===== config.mk =====
export PLATFORM = sky130hd
export DESIGN_NAME = speccfa_log_rewrite_flat
export DESIGN_NICKNAME = d
export VERILOG_FILES = /design/src/rtl/speccfa_log_rewrite_if.sv /design/src/rtl/speccfa_log_rewrite.sv /design/src/flat_wrapper.sv
export SDC_FILE = /design/constraint.sdc
export NUM_CORES = 1
export LEC_CHECK = 0
export ABC_AREA = 1
export BUFFER_PORTS_ARGS = -buffer_cell sky130_fd_sc_hd__buf_2
export CAP_MARGIN = 10
export CORE_AREA = 4 4 134 136
export CTS_BUF_LIST = sky130_fd_sc_hd__clkbuf_8 sky130_fd_sc_hd__clkbuf_16
export DETAILED_ROUTE_END_ITERATION = 8
export DIE_AREA = 0 0 138 140
export PLACE_DENSITY = 0.71
export SLEW_MARGIN = 15
export SYNTH_ARGS = -nofsm -noshare
export SYNTH_HDL_FRONTEND = slang
export SYNTH_SLANG_ARGS = --single-unit
export TNS_END_PERCENT = 1

===== constraint.sdc =====
create_clock -name clk -period 3.18 [get_ports clk]
set_input_delay 0.636 -clock clk [delete_from_list [all_inputs] [get_ports clk]]
set_output_delay 0.636 -clock clk [all_outputs]
set_load 0.005 [all_outputs]

===== src/rtl/speccfa_log_rewrite_if.sv =====
// Detect-stage inputs and CF-Log / ACFA pointer outputs of the SpecCFA log rewriter.
// The rewriter takes the slave view; the driving environment takes the master view.
interface speccfa_log_rewrite_if;
  logic        cflow_hw_wen;
  logic [15:0] cflow_log_ptr;
  logic        detect_active;
  logic        detect_match;
  logic        detect_mismatch;
  logic [7:0]  active_block_id;
  logic [15:0] active_block_cflog_addr;
  logic        log_wr_en;
  logic [15:0] log_wr_addr;
  logic [15:0] log_wr_data;
  logic        ptr_load;
  logic [15:0] ptr_load_val;
  logic        busy;
  logic        collision;
  logic [15:0] comp_count;

  modport slave (
    input  cflow_hw_wen, cflow_log_ptr, detect_active, detect_match, detect_mismatch,
           active_block_id, active_block_cflog_addr,
    output log_wr_en, log_wr_addr, log_wr_data, ptr_load, ptr_load_val, busy, collision,
           comp_count
  );

  modport master (
    output cflow_hw_wen, cflow_log_ptr, detect_active, detect_match, detect_mismatch,
           active_block_id, active_block_cflog_addr,
    input  log_wr_en, log_wr_addr, log_wr_data, ptr_load, ptr_load_val, busy, collision,
           comp_count
  );
endinterface


===== src/rtl/speccfa_log_rewrite.sv =====
// Replaces a fully matched speculative block in the CF-Log with one compressed
// {MARKER, id} / repeat-count pair, then rewinds the ACFA log pointer past it.
module speccfa_log_rewrite #(
  parameter logic [7:0] MARKER = 8'hFF
) (
  input logic                   clk,
  input logic                   reset,
  speccfa_log_rewrite_if.slave  bus
);

  typedef enum logic [1:0] {StIdle, StWrId, StWrCnt, StRewind} state_e;

  state_e      state_q, state_d;
  logic [15:0] target_q, target_d;
  logic        last_valid_q, last_valid_d;
  logic [15:0] last_addr_q, last_addr_d;
  logic [7:0]  last_id_q, last_id_d;
  logic [15:0] last_cnt_q, last_cnt_d;
  logic [15:0] comp_count_q, comp_count_d;
  logic        collision_q, collision_d;

  logic        log_wr_en_q, log_wr_en_d;
  logic [15:0] log_wr_addr_q, log_wr_addr_d;
  logic [15:0] log_wr_data_q, log_wr_data_d;
  logic        ptr_load_q, ptr_load_d;
  logic [15:0] ptr_load_val_q, ptr_load_val_d;
  logic        busy_q, busy_d;

  logic        busy_now;
  logic [15:0] next_slot;
  logic        is_repeat;

  assign busy_now  = (state_q != StIdle);
  assign next_slot = last_addr_q + 16'd2;
  assign is_repeat = last_valid_q && (last_id_q == bus.active_block_id) &&
                     (next_slot == bus.active_block_cflog_addr) && (last_cnt_q != 16'hFFFF);

  always_comb begin
    state_d      = state_q;
    target_d     = target_q;
    last_valid_d = last_valid_q;
    last_addr_d  = last_addr_q;
    last_id_d    = last_id_q;
    last_cnt_d   = last_cnt_q;
    comp_count_d = comp_count_q;
    collision_d  = collision_q | (busy_now & (bus.cflow_hw_wen | bus.detect_match));

    unique case (state_q)
      StIdle: begin
        if (bus.detect_match) begin
          if (is_repeat) begin
            last_cnt_d = last_cnt_q + 16'd1;
            target_d   = last_addr_q;
            state_d    = StWrCnt;
          end else begin
            target_d   = bus.active_block_cflog_addr;
            last_id_d  = bus.active_block_id;
            last_cnt_d = 16'd1;
            state_d    = StWrId;
          end
        end else if (bus.detect_mismatch || (bus.cflow_hw_wen && !bus.detect_active)) begin
          // Unmatched entries now follow the last compressed one: no more merging.
          last_valid_d = 1'b0;
        end
      end
      StWrId:  state_d = StWrCnt;
      StWrCnt: state_d = StRewind;
      StRewind: begin
        last_valid_d = 1'b1;
        last_addr_d  = target_q;
        comp_count_d = comp_count_q + 16'd1;
        state_d      = StIdle;
      end
      default: state_d = StIdle;
    endcase
  end

  // Outputs are registered, so they are decoded from the state being entered.
  always_comb begin
    log_wr_en_d    = 1'b0;
    log_wr_addr_d  = 16'd0;
    log_wr_data_d  = 16'd0;
    ptr_load_d     = 1'b0;
    ptr_load_val_d = 16'd0;
    busy_d         = (state_d != StIdle);
    unique case (state_d)
      StWrId: begin
        log_wr_en_d   = 1'b1;
        log_wr_addr_d = target_d;
        log_wr_data_d = {MARKER, last_id_d};
      end
      StWrCnt: begin
        log_wr_en_d   = 1'b1;
        log_wr_addr_d = target_d + 16'd1;
        log_wr_data_d = last_cnt_d;
      end
      StRewind: begin
        ptr_load_d     = 1'b1;
        ptr_load_val_d = target_d + 16'd2;
      end
      default: ;
    endcase
  end

  always_ff @(posedge clk) begin
    if (reset) begin
      state_q        <= StIdle;
      target_q       <= 16'd0;
      last_valid_q   <= 1'b0;
      last_addr_q    <= 16'd0;
      last_id_q      <= 8'd0;
      last_cnt_q     <= 16'd0;
      comp_count_q   <= 16'd0;
      collision_q    <= 1'b0;
      log_wr_en_q    <= 1'b0;
      log_wr_addr_q  <= 16'd0;
      log_wr_data_q  <= 16'd0;
      ptr_load_q     <= 1'b0;
      ptr_load_val_q <= 16'd0;
      busy_q         <= 1'b0;
    end else begin
      state_q        <= state_d;
      target_q       <= target_d;
      last_valid_q   <= last_valid_d;
      last_addr_q    <= last_addr_d;
      last_id_q      <= last_id_d;
      last_cnt_q     <= last_cnt_d;
      comp_count_q   <= comp_count_d;
      collision_q    <= collision_d;
      log_wr_en_q    <= log_wr_en_d;
      log_wr_addr_q  <= log_wr_addr_d;
      log_wr_data_q  <= log_wr_data_d;
      ptr_load_q     <= ptr_load_d;
      ptr_load_val_q <= ptr_load_val_d;
      busy_q         <= busy_d;
    end
  end

  assign bus.log_wr_en    = log_wr_en_q;
  assign bus.log_wr_addr  = log_wr_addr_q;
  assign bus.log_wr_data  = log_wr_data_q;
  assign bus.ptr_load     = ptr_load_q;
  assign bus.ptr_load_val = ptr_load_val_q;
  assign bus.busy         = busy_q;
  assign bus.collision    = collision_q;
  assign bus.comp_count   = comp_count_q;

endmodule


===== src/flat_wrapper.sv =====
// flat-port wrapper written by rule: the top's interface ports become plain ports
module speccfa_log_rewrite_flat 
#(
  parameter logic [7:0] MARKER = 8'hFF
)
  (clk, reset, bus_cflow_hw_wen, bus_cflow_log_ptr, bus_detect_active, bus_detect_match, bus_detect_mismatch, bus_active_block_id, bus_active_block_cflog_addr, bus_log_wr_en, bus_log_wr_addr, bus_log_wr_data, bus_ptr_load, bus_ptr_load_val, bus_busy, bus_collision, bus_comp_count);
  speccfa_log_rewrite_if bus_i ();
  input logic clk;
  input logic reset;
  input wire logic [$bits(bus_i.cflow_hw_wen)-1:0] bus_cflow_hw_wen;
  input wire logic [$bits(bus_i.cflow_log_ptr)-1:0] bus_cflow_log_ptr;
  input wire logic [$bits(bus_i.detect_active)-1:0] bus_detect_active;
  input wire logic [$bits(bus_i.detect_match)-1:0] bus_detect_match;
  input wire logic [$bits(bus_i.detect_mismatch)-1:0] bus_detect_mismatch;
  input wire logic [$bits(bus_i.active_block_id)-1:0] bus_active_block_id;
  input wire logic [$bits(bus_i.active_block_cflog_addr)-1:0] bus_active_block_cflog_addr;
  output wire logic [$bits(bus_i.log_wr_en)-1:0] bus_log_wr_en;
  output wire logic [$bits(bus_i.log_wr_addr)-1:0] bus_log_wr_addr;
  output wire logic [$bits(bus_i.log_wr_data)-1:0] bus_log_wr_data;
  output wire logic [$bits(bus_i.ptr_load)-1:0] bus_ptr_load;
  output wire logic [$bits(bus_i.ptr_load_val)-1:0] bus_ptr_load_val;
  output wire logic [$bits(bus_i.busy)-1:0] bus_busy;
  output wire logic [$bits(bus_i.collision)-1:0] bus_collision;
  output wire logic [$bits(bus_i.comp_count)-1:0] bus_comp_count;
  assign bus_i.cflow_hw_wen = bus_cflow_hw_wen;
  assign bus_i.cflow_log_ptr = bus_cflow_log_ptr;
  assign bus_i.detect_active = bus_detect_active;
  assign bus_i.detect_match = bus_detect_match;
  assign bus_i.detect_mismatch = bus_detect_mismatch;
  assign bus_i.active_block_id = bus_active_block_id;
  assign bus_i.active_block_cflog_addr = bus_active_block_cflog_addr;
  assign bus_log_wr_en = bus_i.log_wr_en;
  assign bus_log_wr_addr = bus_i.log_wr_addr;
  assign bus_log_wr_data = bus_i.log_wr_data;
  assign bus_ptr_load = bus_i.ptr_load;
  assign bus_ptr_load_val = bus_i.ptr_load_val;
  assign bus_busy = bus_i.busy;
  assign bus_collision = bus_i.collision;
  assign bus_comp_count = bus_i.comp_count;
  speccfa_log_rewrite #(.MARKER(MARKER)) u_core (.clk(clk), .reset(reset), .bus(bus_i));
endmodule

==> metrics.txt <==
run status finished, final reports clean; global-route wire length before repair 28,610 um; share of cell area taken by muxes after synthesis 0.003024; total number of placement rows 48; sequential cell area approximately 2500 sq um; most frequent standard cell in the layout excluding fill and tap cells sky130_fd_sc_hd__nand2_1; Synth Warn # 0; sort of element at the start of the critical path flop; Total Die Area 19,320 sq um; mean area per synthesized cell 6.818 sq um; Final setup violation count 0; async set-or-reset flop fraction in the synthesized netlist 0; total I/O pin count ~110; Max-cap violations 0; wire length after detailed routing 17,620 um; xor/xnor share of the synthesized area 0.02911; commonest non-fill, non-tap cells in the layout sky130_fd_sc_hd__nand2_1 (215), sky130_fd_sc_hd__dfxtp_1 (127), sky130_fd_sc_hd__inv_1 (121), sky130_fd_sc_hd__nor2_1 (120), sky130_fd_sc_hd__buf_2 (97); relative max-transition margin 0.6016; area of the mapped netlist 6620 sq um; nets in the synthesized netlist approximately 1,000; path type of the worst min-delay path flop to flop; layout-stage area growth over the synthesis result 24.10%; Total Routing Usage GR 0.1801; footprint of the multi-input gates 3485 sq um; final antenna-violating net count 0; endpoint kind of the worst setup timing path flop; number of global-route vias before repair 5,949; number of buffers between clock root and the deepest sink 2; most frequently used flop master after synthesis sky130_fd_sc_hd__dfxtp_1; Yosys top cell area share 0.3840; fillcell total around 1,700; pin count of the biggest net entering global routing 35; largest fanout of any net on the critical path 12; Final Hold Viols 0; DRC violation count after routing 0; GP Congestion 0.9166; final critical-path required period 2.952 ns; reported leakage power 3.724 nW; library cell appearing most often on the critical path sky130_fd_sc_hd__nand2_1; maximum cell stage delay along the critical path 0.33 ns; CTS Root Buffer Type sky130_fd_sc_hd__clkbuf_16; DP HPWL 13,210 um; combinational family with the most area after synthesis simple AND/OR/NAND/NOR gates; flop and latch count out of synthesis 127; starting density of the core 0.3909; port buffer count 97; number of antenna cells inserted 0; logic depth of the worst setup path including buffers 21; max-slew violation total from the final report 0; cells traversed along the worst timing path ha_1 -> nand2_2 -> nor2_8 -> nand2_2 -> nand2_1 -> nand2_1 -> nor2_1 -> nand3_1 -> nor2_4 -> nand3_4 -> buf_4 -> nand2_1 -> nand3_1 -> nand2_4 -> nand2_2 -> nor2_4 -> nand3_2 -> nor2_2 -> nand2_1 -> nand2_1 -> a21oi_2; Post-Synthesis Cells 971; dominant cell type by area after synthesis sky130_fd_sc_hd__dfxtp_1; DR pass1 iterations 7; post-route total power just over 5 mW; worst slew pin tran about 0.59 ns; Clk pin slew, worst setup/hold paths around 0.060 ns; detailed router's first-iteration violation count 436; part of the Yosys area used for sequential elements 0.3840; final worst hold slack about 0.45 ns; R2R cell count 21; RSZ-0062 raised after global routing yes; area share of and/or/nand/nor cells after synthesis 0.3430; peak ir drop on the vdd network 0.4202 mV; compound-cell area share of the yosys netlist 0.1221; Die X 138 um; mean number of vias per cell 4.895; fraction of final layout cells sized beyond drive strength 1 0.1995; Clock Latency Late Sink 0.42 ns; routed length per placed instance 13.26 um; number of synthesized flops with an enable pin 0; number of distinct standard cells referenced by the synthesized netlist 46; post-layout net count around 1,100; Num CTS Buffers 17; Clock Sinks roughly 130; Worst Path Arrival 3.26 ns; synthesized-area fraction occupied by adder cells 0.02457; ranking of synthesized cells by area sky130_fd_sc_hd__dfxtp_1 (38%), sky130_fd_sc_hd__nand2_1 (12%), sky130_fd_sc_hd__nor2_1 (6.9%); fin crit share 0.9283; number of antenna violations at the first check in global routing 0; CP top delay family simple AND/OR/NAND/NOR gates; chip height approximately 140 um; category of the critical setup timing path flop to flop; Slowest cell on crit path sky130_fd_sc_hd__dfxtp_1; Fmax achieved about 340 MHz; final setup skew 0.006251 ns; power density of the placed cells 623.8 nW/um^2; level count of the clock H-tree 4; Remaining Overflow, GRT 0; hold path cells 2; CTS tree yes; Critical Path RT 3.48 ns; core region area about 17,000 sq um; via count 6,501; combined buffer and inverter count along the critical path 1
==> synthesized netlist by cell type (3+ instances only) <==
| cell | count |
|---|---|
| sky130_fd_sc_hd__nand2_1 | 216 |
| sky130_fd_sc_hd__dfxtp_1 | 127 |
| sky130_fd_sc_hd__nor2_1 | 121 |
| sky130_fd_sc_hd__inv_1 | 120 |
| sky130_fd_sc_hd__nand3_1 | 72 |
| sky130_fd_sc_hd__a21oi_1 | 60 |
| sky130_fd_sc_hd__o21ai_0 | 58 |
| sky130_fd_sc_hd__clkbuf_1 | 24 |
| sky130_fd_sc_hd__nor3_1 | 19 |
| sky130_fd_sc_hd__nand2_2 | 17 |
| sky130_fd_sc_hd__nand4_1 | 17 |
| sky130_fd_sc_hd__ha_1 | 13 |
| sky130_fd_sc_hd__xor2_1 | 12 |
| sky130_fd_sc_hd__o21a_1 | 10 |
| sky130_fd_sc_hd__xnor2_1 | 10 |
| sky130_fd_sc_hd__nor2_2 | 8 |
| sky130_fd_sc_hd__nor2_4 | 8 |
| sky130_fd_sc_hd__buf_2 | 6 |
| sky130_fd_sc_hd__inv_2 | 6 |
| sky130_fd_sc_hd__nand3_2 | 6 |
| sky130_fd_sc_hd__o22ai_1 | 3 |
==> worst min-delay path, cell delays in order (launching register included) <==
cell and delay [ns]:
sky130_fd_sc_hd__dfxtp_1 0.31, sky130_fd_sc_hd__inv_1 0.04, sky130_fd_sc_hd__a21oi_1 0.05
==> final timing paths <==
check / start / slack (ns) / to
worst max-delay path: u_core.last_addr_q[1] / 0.23 / u_core.bus.log_wr_addr[14]
worst min-delay path: u_core.bus.collision / 0.45 / u_core.bus.collision
worst max register to register: u_core.last_addr_q[1] / 0.23 / u_core.bus.log_wr_addr[14]
worst min register to register: u_core.bus.collision / 0.45 / u_core.bus.collision
==> power by group <==
| group | internal, mW | leakage [nW] | switching, mW | total (mW) |
|---|---|---|---|---|
| clock network | 1.39 | 0.312 | 0.720 | 2.11 |
| logic | 0.439 | 2.38 | 0.773 | 1.21 |
| registers | 1.74 | 1.03 | 0.0664 | 1.81 |
| total | 3.57 | 3.72 | 1.56 | 5.13 |
==> cell type report <==
cell class | count | share of cell area
clock inverters | 15 | 0.02680
flip-flops and latches | 127 | 0.3095
multi-input cells | 683 | 0.4242
inverters | 128 | 0.05848
repair buffers | 133 | 0.09504
clock buffers | 17 | 0.05178
well taps | 225 | 0.03427
==> sequential cells by signal (all words and copies together) (netlist names) <==
name                     count
u_core.bus.comp_count       16
u_core.bus.log_wr_addr      16
u_core.bus.log_wr_data      16
u_core.bus.ptr_load_val     16
u_core.last_addr_q          16
u_core.last_cnt_q           16
u_core.target_q             16
u_core.last_id_q             8
u_core.state_q               2
u_core.bus.busy              1
u_core.bus.collision         1
u_core.bus.log_wr_en         1
u_core.bus.ptr_load          1
u_core.last_valid_q          1
==> logic make-up (layout without fill, tap and decap cells) <==
family / after synthesis / in the layout
multiplexers: 2 / 2
buffers and inverters: 161 / 293
adder cells (fa/ha/maj): 13 / 13
flip-flops: 127 / 127
AND/OR/NAND/NOR: 499 / 499
XOR/XNOR: 22 / 22
AO/OA/AOI/OAI: 147 / 147
==> routing by layer <==
metal	part of all wire	wire length (um)	global-route usage	vias up
li1	-	-	-	3350
met1	0.46	8096	0.2279	2968
met2	0.48	8407	0.3047	154
met3	0.045	784	0.03687	29
met4	0.019	326	0.06552	0
met5	0	0	0	-
==> per-stage QoR <==
| step | instances | worst slack [ns] | cell area [sq um] | setup TNS (ns) | utilization |
|---|---|---|---|---|---|
| 4_1_cts | 1325 | 0.1521 | 8163 | 0 | 0.4820 |
| 3_5_place_dp | 1293 | 0.09732 | 7517 | 0 | 0.4439 |
| 6_report | 1328 | 0.2281 | 8215 | 0 | 0.4851 |
| 2_1_floorplan | 971 | 0.1181 | 6620 | 0 | - |
| 3_3_place_gp | 1293 | 0.1151 | 7517 | 0 | 0.4439 |
| 5_1_grt | 1328 | -0.03256 | 8215 | -0.05813 | 0.4851 |
==> repair_timing <==
item / in CTS / in global routing
hold buffers: 0 / 0
buffers inserted: 0 / 3
endpoints found under the setup margin: 0 / 25
resized for setup: 0 / 9
Power figures use the tool's default switching activity.
